[config.mk]
export PLATFORM = sky130hd
export DESIGN_NAME = uart_mmio_ctrl
export DESIGN_NICKNAME = d
export VERILOG_FILES = /design/src/rtl/uart_mmio_ctrl.sv
export SDC_FILE = /design/constraint.sdc
export NUM_CORES = 1
export LEC_CHECK = 0
export CAP_MARGIN = 20
export CORE_ASPECT_RATIO = 2
export CORE_UTILIZATION = 43
export CTS_CLUSTER_SIZE = 28
export DETAILED_ROUTE_END_ITERATION = 8
export PLACE_DENSITY = 0.73
export SLEW_MARGIN = 30
export SYNTH_ARGS = -nofsm -noshare
export SYNTH_HDL_FRONTEND = slang
export SYNTH_SLANG_ARGS = --single-unit
[constraint.sdc]
create_clock -name clk -period 4.4 [get_ports clk]
set_input_delay 1.32 -clock clk [delete_from_list [all_inputs] [get_ports clk]]
set_output_delay 1.32 -clock clk [all_outputs]
set_load 0.01 [all_outputs]
[src/rtl/uart_mmio_ctrl.sv]
// Memory-mapped UART controller: TX FIFO feeding a start/busy/done sequencer, one-deep RX holding register.
// Define UART_IRQ_EN to add the registered irq output and the CTRL[4:3] interrupt enables.
module uart_mmio_ctrl #(
    parameter int TX_FIFO_DEPTH = 4,
    parameter int DATA_W        = 32
) (
    input  logic              clk,
    input  logic              rst,
    input  logic [1:0]        bus_addr,
    input  logic              bus_we,
    input  logic              bus_re,
    input  logic [DATA_W-1:0] bus_wdata,
    output logic [DATA_W-1:0] bus_rdata,
    output logic [7:0]        tx_data,
    output logic              tx_start,
    output logic              tx_parity_en,
    output logic              tx_parity_odd,
    input  logic              tx_busy,
    input  logic              tx_done,
    input  logic [7:0]        rx_data,
    input  logic              rx_valid,
    input  logic              rx_parity_err
`ifdef UART_IRQ_EN
    ,
    output logic              irq
`endif
);

    localparam int PTR_W = $clog2(TX_FIFO_DEPTH);
    localparam int CNT_W = PTR_W + 1;

    localparam logic [1:0] ADDR_TX     = 2'd0;
    localparam logic [1:0] ADDR_RX     = 2'd1;
    localparam logic [1:0] ADDR_STATUS = 2'd2;
    localparam logic [1:0] ADDR_CTRL   = 2'd3;

    typedef enum logic [1:0] {
        IDLE      = 2'd0,
        LOAD      = 2'd1,
        WAIT_BUSY = 2'd2,
        WAIT_DONE = 2'd3
    } state_t;

    state_t state_q;
    state_t state_d;

    logic [7:0]       fifo_mem [TX_FIFO_DEPTH];
    logic [PTR_W-1:0] wr_ptr;
    logic [PTR_W-1:0] rd_ptr;
    logic [CNT_W-1:0] count;

    logic [7:0] rx_hold;
    logic       rx_full;
    logic       rx_perr;
    logic       rx_overrun;
    logic       tx_overflow;
    logic       parity_en;
    logic       parity_odd;
`ifdef UART_IRQ_EN
    logic       rx_ie;
    logic       tx_ie;
`endif

    logic wr_tx;
    logic wr_ctrl;
    logic rd_rx;
    logic fifo_empty;
    logic fifo_full;
    logic tx_active;
    logic pop;
    logic push;
    logic load_head;
    logic clr_flags;

    logic [DATA_W-1:0] status_word;
    logic [DATA_W-1:0] ctrl_word;
    logic [DATA_W-1:0] rx_word;
    logic              unused_wdata;

    assign wr_tx      = bus_we && (bus_addr == ADDR_TX);
    assign wr_ctrl    = bus_we && (bus_addr == ADDR_CTRL);
    assign rd_rx      = bus_re && (bus_addr == ADDR_RX);
    assign clr_flags  = wr_ctrl && bus_wdata[2];
    assign fifo_empty = (count == '0);
    assign fifo_full  = (count == CNT_W'(TX_FIFO_DEPTH));
    assign tx_active  = (state_q != IDLE);

    // A full FIFO still accepts a byte when the head leaves in the same cycle.
    assign push = wr_tx && (!fifo_full || pop);

    assign tx_parity_en  = parity_en;
    assign tx_parity_odd = parity_odd;
    assign unused_wdata  = ^bus_wdata;

    always_ff @(posedge clk) begin
        if (rst) begin
            state_q <= IDLE;
        end else begin
            state_q <= state_d;
        end
    end

    always_comb begin
        state_d   = state_q;
        tx_start  = 1'b0;
        pop       = 1'b0;
        load_head = 1'b0;
        case (state_q)
            IDLE: begin
                if (!fifo_empty) begin
                    state_d   = LOAD;
                    load_head = 1'b1;
                end
            end
            LOAD: begin
                tx_start = 1'b1;
                pop      = 1'b1;
                state_d  = WAIT_BUSY;
            end
            WAIT_BUSY: begin
                // A done seen before busy means the whole frame already went by.
                if (tx_done) begin
                    state_d = IDLE;
                end else if (tx_busy) begin
                    state_d = WAIT_DONE;
                end
            end
            WAIT_DONE: begin
                if (tx_done) begin
                    state_d = IDLE;
                end
            end
            default: state_d = IDLE;
        endcase
    end

    always_ff @(posedge clk) begin
        if (rst) begin
            wr_ptr <= '0;
            rd_ptr <= '0;
            count  <= '0;
        end else begin
            if (push) begin
                wr_ptr <= wr_ptr + PTR_W'(1);
            end
            if (pop) begin
                rd_ptr <= rd_ptr + PTR_W'(1);
            end
            case ({push, pop})
                2'b10:   count <= count + CNT_W'(1);
                2'b01:   count <= count - CNT_W'(1);
                default: count <= count;
            endcase
        end
    end

    always_ff @(posedge clk) begin
        if (push) begin
            fifo_mem[wr_ptr] <= bus_wdata[7:0];
        end
    end

    // Head is latched on entry to LOAD so tx_data is already valid alongside tx_start.
    always_ff @(posedge clk) begin
        if (rst) begin
            tx_data <= '0;
        end else if (load_head) begin
            tx_data <= fifo_mem[rd_ptr];
        end
    end

    always_ff @(posedge clk) begin
        if (rst) begin
            rx_hold <= '0;
            rx_perr <= 1'b0;
            rx_full <= 1'b0;
        end else if (rx_valid && (!rx_full || rd_rx)) begin
            rx_hold <= rx_data;
            rx_perr <= rx_parity_err;
            rx_full <= 1'b1;
        end else if (rd_rx) begin
            rx_full <= 1'b0;
        end
    end

    // A new error event in the same cycle as a software clear keeps the flag set.
    always_ff @(posedge clk) begin
        if (rst) begin
            rx_overrun  <= 1'b0;
            tx_overflow <= 1'b0;
        end else begin
            if (rx_valid && rx_full && !rd_rx) begin
                rx_overrun <= 1'b1;
            end else if (clr_flags) begin
                rx_overrun <= 1'b0;
            end
            if (wr_tx && !push) begin
                tx_overflow <= 1'b1;
            end else if (clr_flags) begin
                tx_overflow <= 1'b0;
            end
        end
    end

    always_ff @(posedge clk) begin
        if (rst) begin
            parity_en  <= 1'b0;
            parity_odd <= 1'b0;
        end else if (wr_ctrl) begin
            parity_en  <= bus_wdata[0];
            parity_odd <= bus_wdata[1];
        end
    end

`ifdef UART_IRQ_EN
    always_ff @(posedge clk) begin
        if (rst) begin
            rx_ie <= 1'b0;
            tx_ie <= 1'b0;
            irq   <= 1'b0;
        end else begin
            if (wr_ctrl) begin
                rx_ie <= bus_wdata[3];
                tx_ie <= bus_wdata[4];
            end
            irq <= (rx_full && rx_ie) || (fifo_empty && !tx_active && tx_ie);
        end
    end
`endif

    always_comb begin
        status_word       = '0;
        status_word[0]    = rx_full;
        status_word[1]    = fifo_empty;
        status_word[2]    = fifo_full;
        status_word[3]    = tx_active;
        status_word[4]    = rx_overrun;
        status_word[5]    = tx_overflow;
        status_word[6]    = rx_perr;
        status_word[15:8] = 8'(count);
    end

    always_comb begin
        ctrl_word    = '0;
        ctrl_word[0] = parity_en;
        ctrl_word[1] = parity_odd;
`ifdef UART_IRQ_EN
        ctrl_word[3] = rx_ie;
        ctrl_word[4] = tx_ie;
`endif
    end

    always_comb begin
        rx_word      = '0;
        rx_word[7:0] = rx_hold;
    end

    always_comb begin
        bus_rdata = '0;
        case (bus_addr)
            ADDR_RX:     bus_rdata = rx_word;
            ADDR_STATUS: bus_rdata = status_word;
            ADDR_CTRL:   bus_rdata = ctrl_word;
            default:     bus_rdata = '0;
        endcase
    end

endmodule

==> results.ini, run 1 <==
[outcome]
outcome = finished, final reports clean

[synthesis]
yosysSeqAreaShare_pct = 56.1
synth.cells.most_frequent = edfxtp_1, dfxtp_1, buf_4, nand2b_1, a22o_1
synth_top_area_share_pct = 34.1
ys_seq_elements = 63
synth_top_family_by_area = simple AND/OR/NAND/NOR gates
synth_ff_type = edfxtp_1
synth_warnings = 0
synth-compound-area-share_pct = 7.99
synth_edf_count = 32
synth_simple_gate_area_share_pct = 11.7
yosys-top-cells-area = edfxtp_1, dfxtp_1, mux4_2, buf_4, nand2b_1
syn_inst = 220
synthMuxAreaShare_pct = 11.5
synthesis.area_mm2 = 0.00282
yosys.area_share.adder_pct = 2.93
synth_async_sr_flop_share_pct = 0
synth-xor-area-share_pct = 1.24
yosysTopAreaCell = edfxtp_1
synth.distinct_cells = 38
postSynthAreaPerCell_um2 = 12.8
synth_most_common_cell = edfxtp_1

[sta]
tightestPinTransition_ns = 0.815
period_share_pct = 97.5
clock_skew_ns = 0.00371
final_hold_viol_count = 0
finalSetupViolCount = 0
relSlewSlack_pct = 45.5
rsz0062_at_grt = no
fin_tns_setup_ns = 0
min_period_ns = 4.29
drv_slew = 0
max_freq_mhz = 233

[cts]
clockBufferDepth = 2
clk_pin_slew_worst_paths_ns = 0.05
cts_max_level = 3
hold_buffers = 0
cts_root_buffer = clkbuf_16
cts_tree = yes
numCtsBuffers = 9
numClockSinks = 63
worstSkewPairLatency_ns = 0.32
postCtsSetupRepairBufs = 0
cts.repair.resized = 0

[finish]
antennaDiodeCount = 0
area_growth_pct = 28.0
drive_above_1_share_pct = 12.9
layout.nets = 330
nFillCells = 542
postLayoutCoreUtil_pct = 57.2

[grt]
grt_pass1_wl_um = 8450
grt_pass1_vias = 1793
grt_max_degree = 26
antenna_found_initial = 0
grt_usage_pct = 17.0
grt_remaining_overflow = 0

[hold_path]
hold_path_class = reg2reg

[setup_path]
reg2reg_depth = 9
rr_endpoint = count[2]
worstPathRequired_ns = 3.08
arrival_ns = 2.97
r2r_slack_ns = 2.05
path_class = in2out
crit_fanout = 6
endpoint_kind = output port
regToRegStartpoint = count[2]
startpoint = bus_addr[0]
setup.worst_path.end = bus_rdata[0]
worstSetupStartpointType = primary input

[pwr]
power.density_mw_per_mm2 = 513
p_leak_nw = 1.34
ir_worst_vdd_v = 0.000374

[floorplan]
initial_core_util_pct = 44.7
fp-row-count = 41
coreArea_mm2 = 0.00631
dieArea_mm2 = 0.00690
die_h_um = 117
die_w_um = 59.3
io_pins = 93

[routing]
num_vias = 1773
avgRoutedWirePerCell_um = 14.1
viasPerCell = 4.86
dr.pass1.iters = 4
wirelength_um = 5140
drtIter0Drc = 64
route.detailed.drc = 0
final_antenna_net_count = 0

[place]
gp_congestion = 0.744
port_buffers = 47
dpl.hpwl_um = 3800

[flow_run]
cap_violations = 0

==> placed cells by master (no fill, tap or decap), types with 8 or more instances in the layout <==
master	synthesis	final
nor2_1	13	13
nand2b_1	21	21
mux2i_1	12	12
a22o_1	14	14
clkdlybuf4s50_1	0	47
dfxtp_1	31	31
conb_1	1	21
mux4_2	8	8
inv_1	8	8
clkbuf_16	0	9
edfxtp_1	32	32
==> sequential cells by signal, summed over array words and instances (netlist names) <==
name and count:
tx_data 8, tx_parity_en 1, wr_ptr 2, tx_parity_odd 1
rx_full 1, rd_ptr 2, fifo_mem 32, rx_perr 1
rx_overrun 1, tx_overflow 1, state_q 2, count 3
rx_hold 8
==> cell type report <==
type | instances | area (um2) | area share (%)
tap | 86 | 108 | 2.98
clock buffer | 10 | 229 | 6.35
inverter | 8 | 30.0 | 0.832
sequential | 63 | 1580 | 43.8
multi-input combinational | 138 | 1070 | 29.8
timing repair buffer | 54 | 523 | 14.5
clock inverter | 6 | 61.3 | 1.70
==> per-layer routing <==
layer	part of all wire, %	track usage [%]
met3	5.1	3.99
met4	2.9	10.8
met5	0	0
met1	37	17.1
met2	55	30.2
==> power breakdown <==
group          internal [mW]  switching [mW]
logic                  0.233           0.182
registers              0.683          0.0686
clock network          0.436           0.248
total                   1.35           0.498
==> cell families after synthesis <==
kind of cell	Yosys count
xor+xnor	4
flops	63
buf+inv	39
compound gates	28
mux	22
simple gates	57
other cells	1
fa+ha+maj	6
==> through the flow <==
| step | worst slack (ns) | instance area (um2) | cells | hold WS, ns | power [mW] |
|---|---|---|---|---|---|
| 6_report | 0.111 | 3610 | 365 | 0.470 | 1.85 |
| 3_5_place_dp | 0.122 | 3320 | 349 | 0.465 | 1.18 |
| 3_3_place_gp | 0.153 | 3320 | 349 | 0.456 | 1.17 |
| 4_1_cts | 0.107 | 3610 | 365 | 0.478 | 1.87 |
| 2_1_floorplan | 1.05 | 2890 | 240 | 0.444 | 1.03 |
| 5_1_grt | 0.0153 | 3610 | 365 | 0.492 | 1.93 |
==> critical path, cell delays in order <==
cell             delay, ns
clkdlybuf4s50_1       0.59
nor2b_1               0.21
buf_4                 0.17
a22o_1                0.15
clkdlybuf4s50_1       0.54
==> worst min path at each step <==
stage                           from  slack, ns  cells past startpoint    endpoint
final                     rx_hold[7]       0.47                      2  rx_hold[7]
after global routing      tx_data[7]       0.49                      1  tx_data[7]
after CTS                 rx_hold[3]       0.48                      2  rx_hold[3]
after detailed placement  rx_hold[7]       0.47                      2  rx_hold[7]
after global placement    rx_hold[7]       0.46                      2  rx_hold[7]
after floorplan           rx_hold[7]       0.44                      2  rx_hold[7]
Note: power is estimated with default switching activity, not from simulation.
==> inputs of run 2 (changes only) <==
Clock period 4.4 ns to 4.6 ns, I/O delays scaled along.
==> results.ini, run 2 (synthesis results as in run 1) <==
[outcome]
outcome = finished, final reports clean

[routing]
dr.pass1.iters = 4  ; unchanged
avgRoutedWirePerCell_um = 14.4  ; +2.1%
wirelength_um = 5260  ; +2.3%
num_vias = 1761  ; -0.68%
viasPerCell = 4.81  ; -0.95%
route.detailed.drc = 0  ; unchanged
final_antenna_net_count = 0  ; unchanged
drtIter0Drc = 42  ; -34%

[setup_path]
setup.worst_path.end = bus_rdata[1]
path_class = in2out
worstSetupStartpointType = primary input
crit_fanout = 5  ; -1
r2r_slack_ns = 2.22  ; +0.17 ns
regToRegStartpoint = count[2]
startpoint = bus_addr[0]
reg2reg_depth = 9  ; unchanged
worstPathRequired_ns = 3.22  ; +0.14 ns
arrival_ns = 3.04  ; +0.07 ns
rr_endpoint = count[2]
endpoint_kind = output port

[finish]
final_cell_mix = clkdlybuf4s50_1, edfxtp_1, dfxtp_1
top_register = fifo_mem
area_growth_pct = 29.1
nFillCells = 527  ; -2.8%
drive_above_1_share_pct = 13.2  ; +0.31 points
layout.nets = 331  ; +0.30%
largestRegisters = fifo_mem (32), rx_hold (8), tx_data (8)
instances_no_fill = 366  ; +0.27%
largest_reg_flops = 32  ; unchanged
antennaDiodeCount = 0  ; unchanged
layout_commonest_cell = clkdlybuf4s50_1

[pwr]
p_int_mw = 1.35  ; -0.24%
p_leak_nw = 1.35  ; +0.83%
seq_power_share_pct = 39.3  ; -1.3 points
power.density_mw_per_mm2 = 501  ; -2.2%
finalPower_mw = 1.82  ; -1.3%
ir_worst_vdd_v = 0.000309  ; -17%
p_switching_uw = 477  ; -4.3%
p_clk_share_pct = 39.0  ; +2.0 points
pwr-share-comb_pct = 21.7  ; -0.7 points
switching_share_pct = 26.1  ; -0.81 points

[sta]
min_period_ns = 4.42
finalSetupViolCount = 0  ; unchanged
final_hold_viol_count = 0  ; unchanged
relSlewSlack_pct = 46.0  ; +0.50 points
fin_tns_setup_ns = 0  ; unchanged
rsz0062_at_grt = no
period_share_pct = 96.1
tightestPinTransition_ns = 0.807  ; -0.00744 ns
max_freq_mhz = 226
clock_skew_ns = 0.00307  ; -0.000641 ns
drv_slew = 0  ; unchanged

[cts]
cts_root_buffer = clkbuf_16
clockBufferDepth = 2  ; unchanged
cts_tree = yes
numClockSinks = 63  ; unchanged
numCtsBuffers = 9  ; unchanged
clk_pin_slew_worst_paths_ns = 0.05  ; about the same
cts.repair.resized = 0  ; unchanged
hold_buffers = 0  ; unchanged
cts_max_level = 3  ; unchanged
postCtsSetupRepairBufs = 0  ; unchanged
worstSkewPairLatency_ns = 0.33  ; about the same

[grt]
grt_max_degree = 23  ; -12%
grt_pass1_wl_um = 8580  ; +1.5%
grt_pass1_vias = 1819  ; +1.5%
antenna_found_initial = 0  ; unchanged
grt_remaining_overflow = 0  ; unchanged
grt_usage_pct = 17.5  ; +0.47 points

[floorplan]
fp-row-count = 41  ; unchanged
die_w_um = 59.3  ; unchanged
dieArea_mm2 = 0.00690  ; unchanged
initial_core_util_pct = 44.7  ; unchanged
io_pins = 93  ; unchanged
die_h_um = 117  ; unchanged
coreArea_mm2 = 0.00631  ; unchanged

[place]
dp.cells = 350  ; +0.29%
dpl.hpwl_um = 3880  ; +2.0%
gp_congestion = 0.744  ; about the same
port_buffers = 47  ; unchanged

[flow_run]
cap_violations = 0  ; unchanged

[hold_path]
hold_path_class = reg2reg

[run 2: layout make-up]
cell class                      count  area, um2  share of cell area, %
Sequential cell                    63       1580                   43.5
Multi-Input combinational cell    138       1070                   29.5
Timing Repair Buffer               55        531                   14.6
Clock buffer                       10        229                   6.29
Tap cell                           86        108                   2.96
Clock inverter                      6       85.1                   2.34
Inverter                            8       30.0                  0.825
[run 2: worst max-delay path, cell delays in order]
cell and delay (ns):
clkdlybuf4s50_1 0.50, buf_4 0.19, o21ai_0 0.24, a22o_1 0.19, clkdlybuf4s50_1 0.54
[run 2: how the worst min path moves through the flow]
stage                       to  cells after the start  slack [ns]  startpoint
CTS                 rx_hold[2]                      2        0.48  rx_hold[2]
global route        tx_data[6]                      1        0.49  tx_data[6]
global placement    rx_hold[7]                      2        0.46  rx_hold[7]
floorplan           rx_hold[7]                      2        0.44  rx_hold[7]
finish              tx_data[5]                      1        0.47  tx_data[5]
detailed placement  tx_data[7]                      1        0.46  tx_data[7]
[run 2: metal layers]
layer	vias up	global-route usage, %	routed length [um]	part of all wire, %
met2	60	31.8	3000	57
met5	-	0	0	0
met1	848	17.1	1940	37
met3	7	4.98	218	4.1
li1	846	-	-	-
met4	0	9.21	102	1.9
[run 2: power groups by stage]
stage | Sequential [mW] | Combinational [mW] | Clock, mW
3_3_place_gp | 0.730 | 0.390 | 0
5_1_grt | 0.729 | 0.440 | 0.745
6_report | 0.717 | 0.396 | 0.711
2_1_floorplan | 0.712 | 0.273 | 0
4_1_cts | 0.720 | 0.402 | 0.726
3_5_place_dp | 0.732 | 0.399 | 0
[run 2: stage by stage]
stage	utilization [%]	hold WS (ns)	setup WS [ns]	area, um2
floorplan	-	0.444	1.13	2890
finish	57.7	0.472	0.180	3640
global route	57.7	0.492	0.0944	3640
detailed placement	52.7	0.460	0.204	3320
global placement	52.7	0.456	0.248	3320
CTS	57.7	0.478	0.182	3640
==> inputs of run 3 (changes only) <==
Settings changed: PLACE_DENSITY 0.73 to default, PLACE_DENSITY_LB_ADDON from default to 0.25.
==> results.ini, run 3 (synthesis results as in run 1) <==
[setup_path]
worstPathRequired_ns = 3.22  ; about the same
reg2reg_depth = 9  ; unchanged
crit_fanout = 6  ; +1
path_class = in2out
worstSetupStartpointType = primary input
endpoint_kind = output port
arrival_ns = 3.00  ; -0.04 ns

[grt]
grt_remaining_overflow = 0  ; unchanged
grt_max_degree = 22  ; -4.3%
grt_pass1_vias = 1795  ; -1.3%
grt_usage_pct = 17.0  ; -0.49 points
antenna_found_initial = 0  ; unchanged
grt_pass1_wl_um = 8290  ; -3.4%

[sta]
min_period_ns = 4.38  ; -0.0400 ns
period_share_pct = 95.2  ; -0.87 points
drv_slew = 0  ; unchanged
hold_ws_ns = 0.468  ; -0.00418 ns
clock_skew_ns = 0.00270  ; -0.000367 ns
finalSetupViolCount = 0  ; unchanged
final_hold_viol_count = 0  ; unchanged
relSlewSlack_pct = 54.3  ; +8.3 points
rsz0062_at_grt = no
fin_tns_setup_ns = 0  ; unchanged
max_freq_mhz = 228  ; +0.91%
tightestPinTransition_ns = 0.684  ; -0.123 ns

[hold_path]
hold_path_class = reg2reg
hold_depth = 1  ; unchanged

[routing]
route.detailed.drc = 0  ; unchanged
viasPerCell = 4.85  ; +0.79%
final_antenna_net_count = 0  ; unchanged
num_vias = 1770  ; +0.51%
dr.pass1.iters = 4  ; unchanged
avgRoutedWirePerCell_um = 14.0  ; -2.4%
drtIter0Drc = 52  ; +24%
wirelength_um = 5120  ; -2.6%

[finish]
antennaDiodeCount = 0  ; unchanged
top_register = fifo_mem
postLayoutCoreUtil_pct = 56.7  ; -0.99 points
instances_no_fill = 365  ; -0.27%
drive_above_1_share_pct = 12.2  ; -1.0 points
area_growth_pct = 26.9
final_cell_mix = clkdlybuf4s50_1, edfxtp_1, dfxtp_1
layout.nets = 330  ; -0.30%
layout_commonest_cell = clkdlybuf4s50_1
largestRegisters = fifo_mem (32), rx_hold (8), tx_data (8)
largest_reg_flops = 32  ; unchanged

[floorplan]
dieArea_mm2 = 0.00690  ; unchanged
fp-row-count = 41  ; unchanged
io_pins = 93  ; unchanged
initial_core_util_pct = 44.7  ; unchanged
coreArea_mm2 = 0.00631  ; unchanged
die_h_um = 117  ; unchanged
die_w_um = 59.3  ; unchanged

[cts]
worstSkewPairLatency_ns = 0.32  ; about the same
clk_pin_slew_worst_paths_ns = 0.05  ; about the same
hold_buffers = 0  ; unchanged
cts_max_level = 3  ; unchanged
clockBufferDepth = 2  ; unchanged
numCtsBuffers = 9  ; unchanged
cts.repair.resized = 0  ; unchanged
numClockSinks = 63  ; unchanged
postCtsSetupRepairBufs = 0  ; unchanged
cts_tree = yes
cts_root_buffer = clkbuf_16

[place]
dp.cells = 349  ; -0.29%
dpl.hpwl_um = 3830  ; -1.3%
port_buffers = 47  ; unchanged
gp_congestion = 0.781  ; +4.9%

[pwr]
p_leak_nw = 1.32  ; -2.0%
ir_worst_vdd_v = 0.000396  ; +28%
finalPower_mw = 1.70  ; -6.9%
power.density_mw_per_mm2 = 475  ; -5.2%

[flow_run]
cap_violations = 0  ; unchanged

[outcome]
outcome = finished, final reports clean

==> run 3: cell count changes in the layout (fill, tap and decap cells not counted) <==
cell	change
clkbuf_1	+2
bufinv_16	-2
clkinvlp_4	-1
buf_4	-1
clkinv_2	+1
==> run 3: per-stage QoR <==
stage,setup slack [ns],area (um2)
6_report,0.220,3580
5_1_grt,0.140,3580
4_1_cts,0.215,3580
3_5_place_dp,0.218,3320
3_3_place_gp,0.223,3320
2_1_floorplan,1.13,2890
==> run 3: path summary, 6_finish.rpt <==
check                 endpoint  slack (ns)         from
setup reg to reg      count[2]        2.22     count[2]
setup / recovery  bus_rdata[4]        0.22  bus_addr[0]
hold reg to reg     tx_data[7]        0.47   tx_data[7]
hold / removal      tx_data[7]        0.47   tx_data[7]
==> run 3: layer usage <==
layer / wire length, um / global-route usage (%)
met1: 1870 / 16.6
met2: 2900 / 30.0
met3: 231 / 4.98
met4: 128 / 10.6
met5: 0 / 0
==> run 3: critical path: stages <==
cell	delay, ns
clkdlybuf4s50_1	0.57
nor2b_1	0.20
buf_4	0.17
a22o_1	0.15
clkdlybuf4s50_1	0.54
==> run 3: power by group <==
group | switching, mW | internal, mW | total (mW)
registers | 0.0642 | 0.654 | 0.718
logic | 0.172 | 0.222 | 0.394
clock network | 0.226 | 0.361 | 0.587
==> run 3: final cells by class <==
class | count | area (um2)
Fill cell | 550 | 2730
Sequential cell | 63 | 1580
Multi-Input combinational cell | 138 | 1070
Timing Repair Buffer | 54 | 523
Clock buffer | 12 | 236
Tap cell | 86 | 108
Inverter | 8 | 30.0
Clock inverter | 4 | 22.5
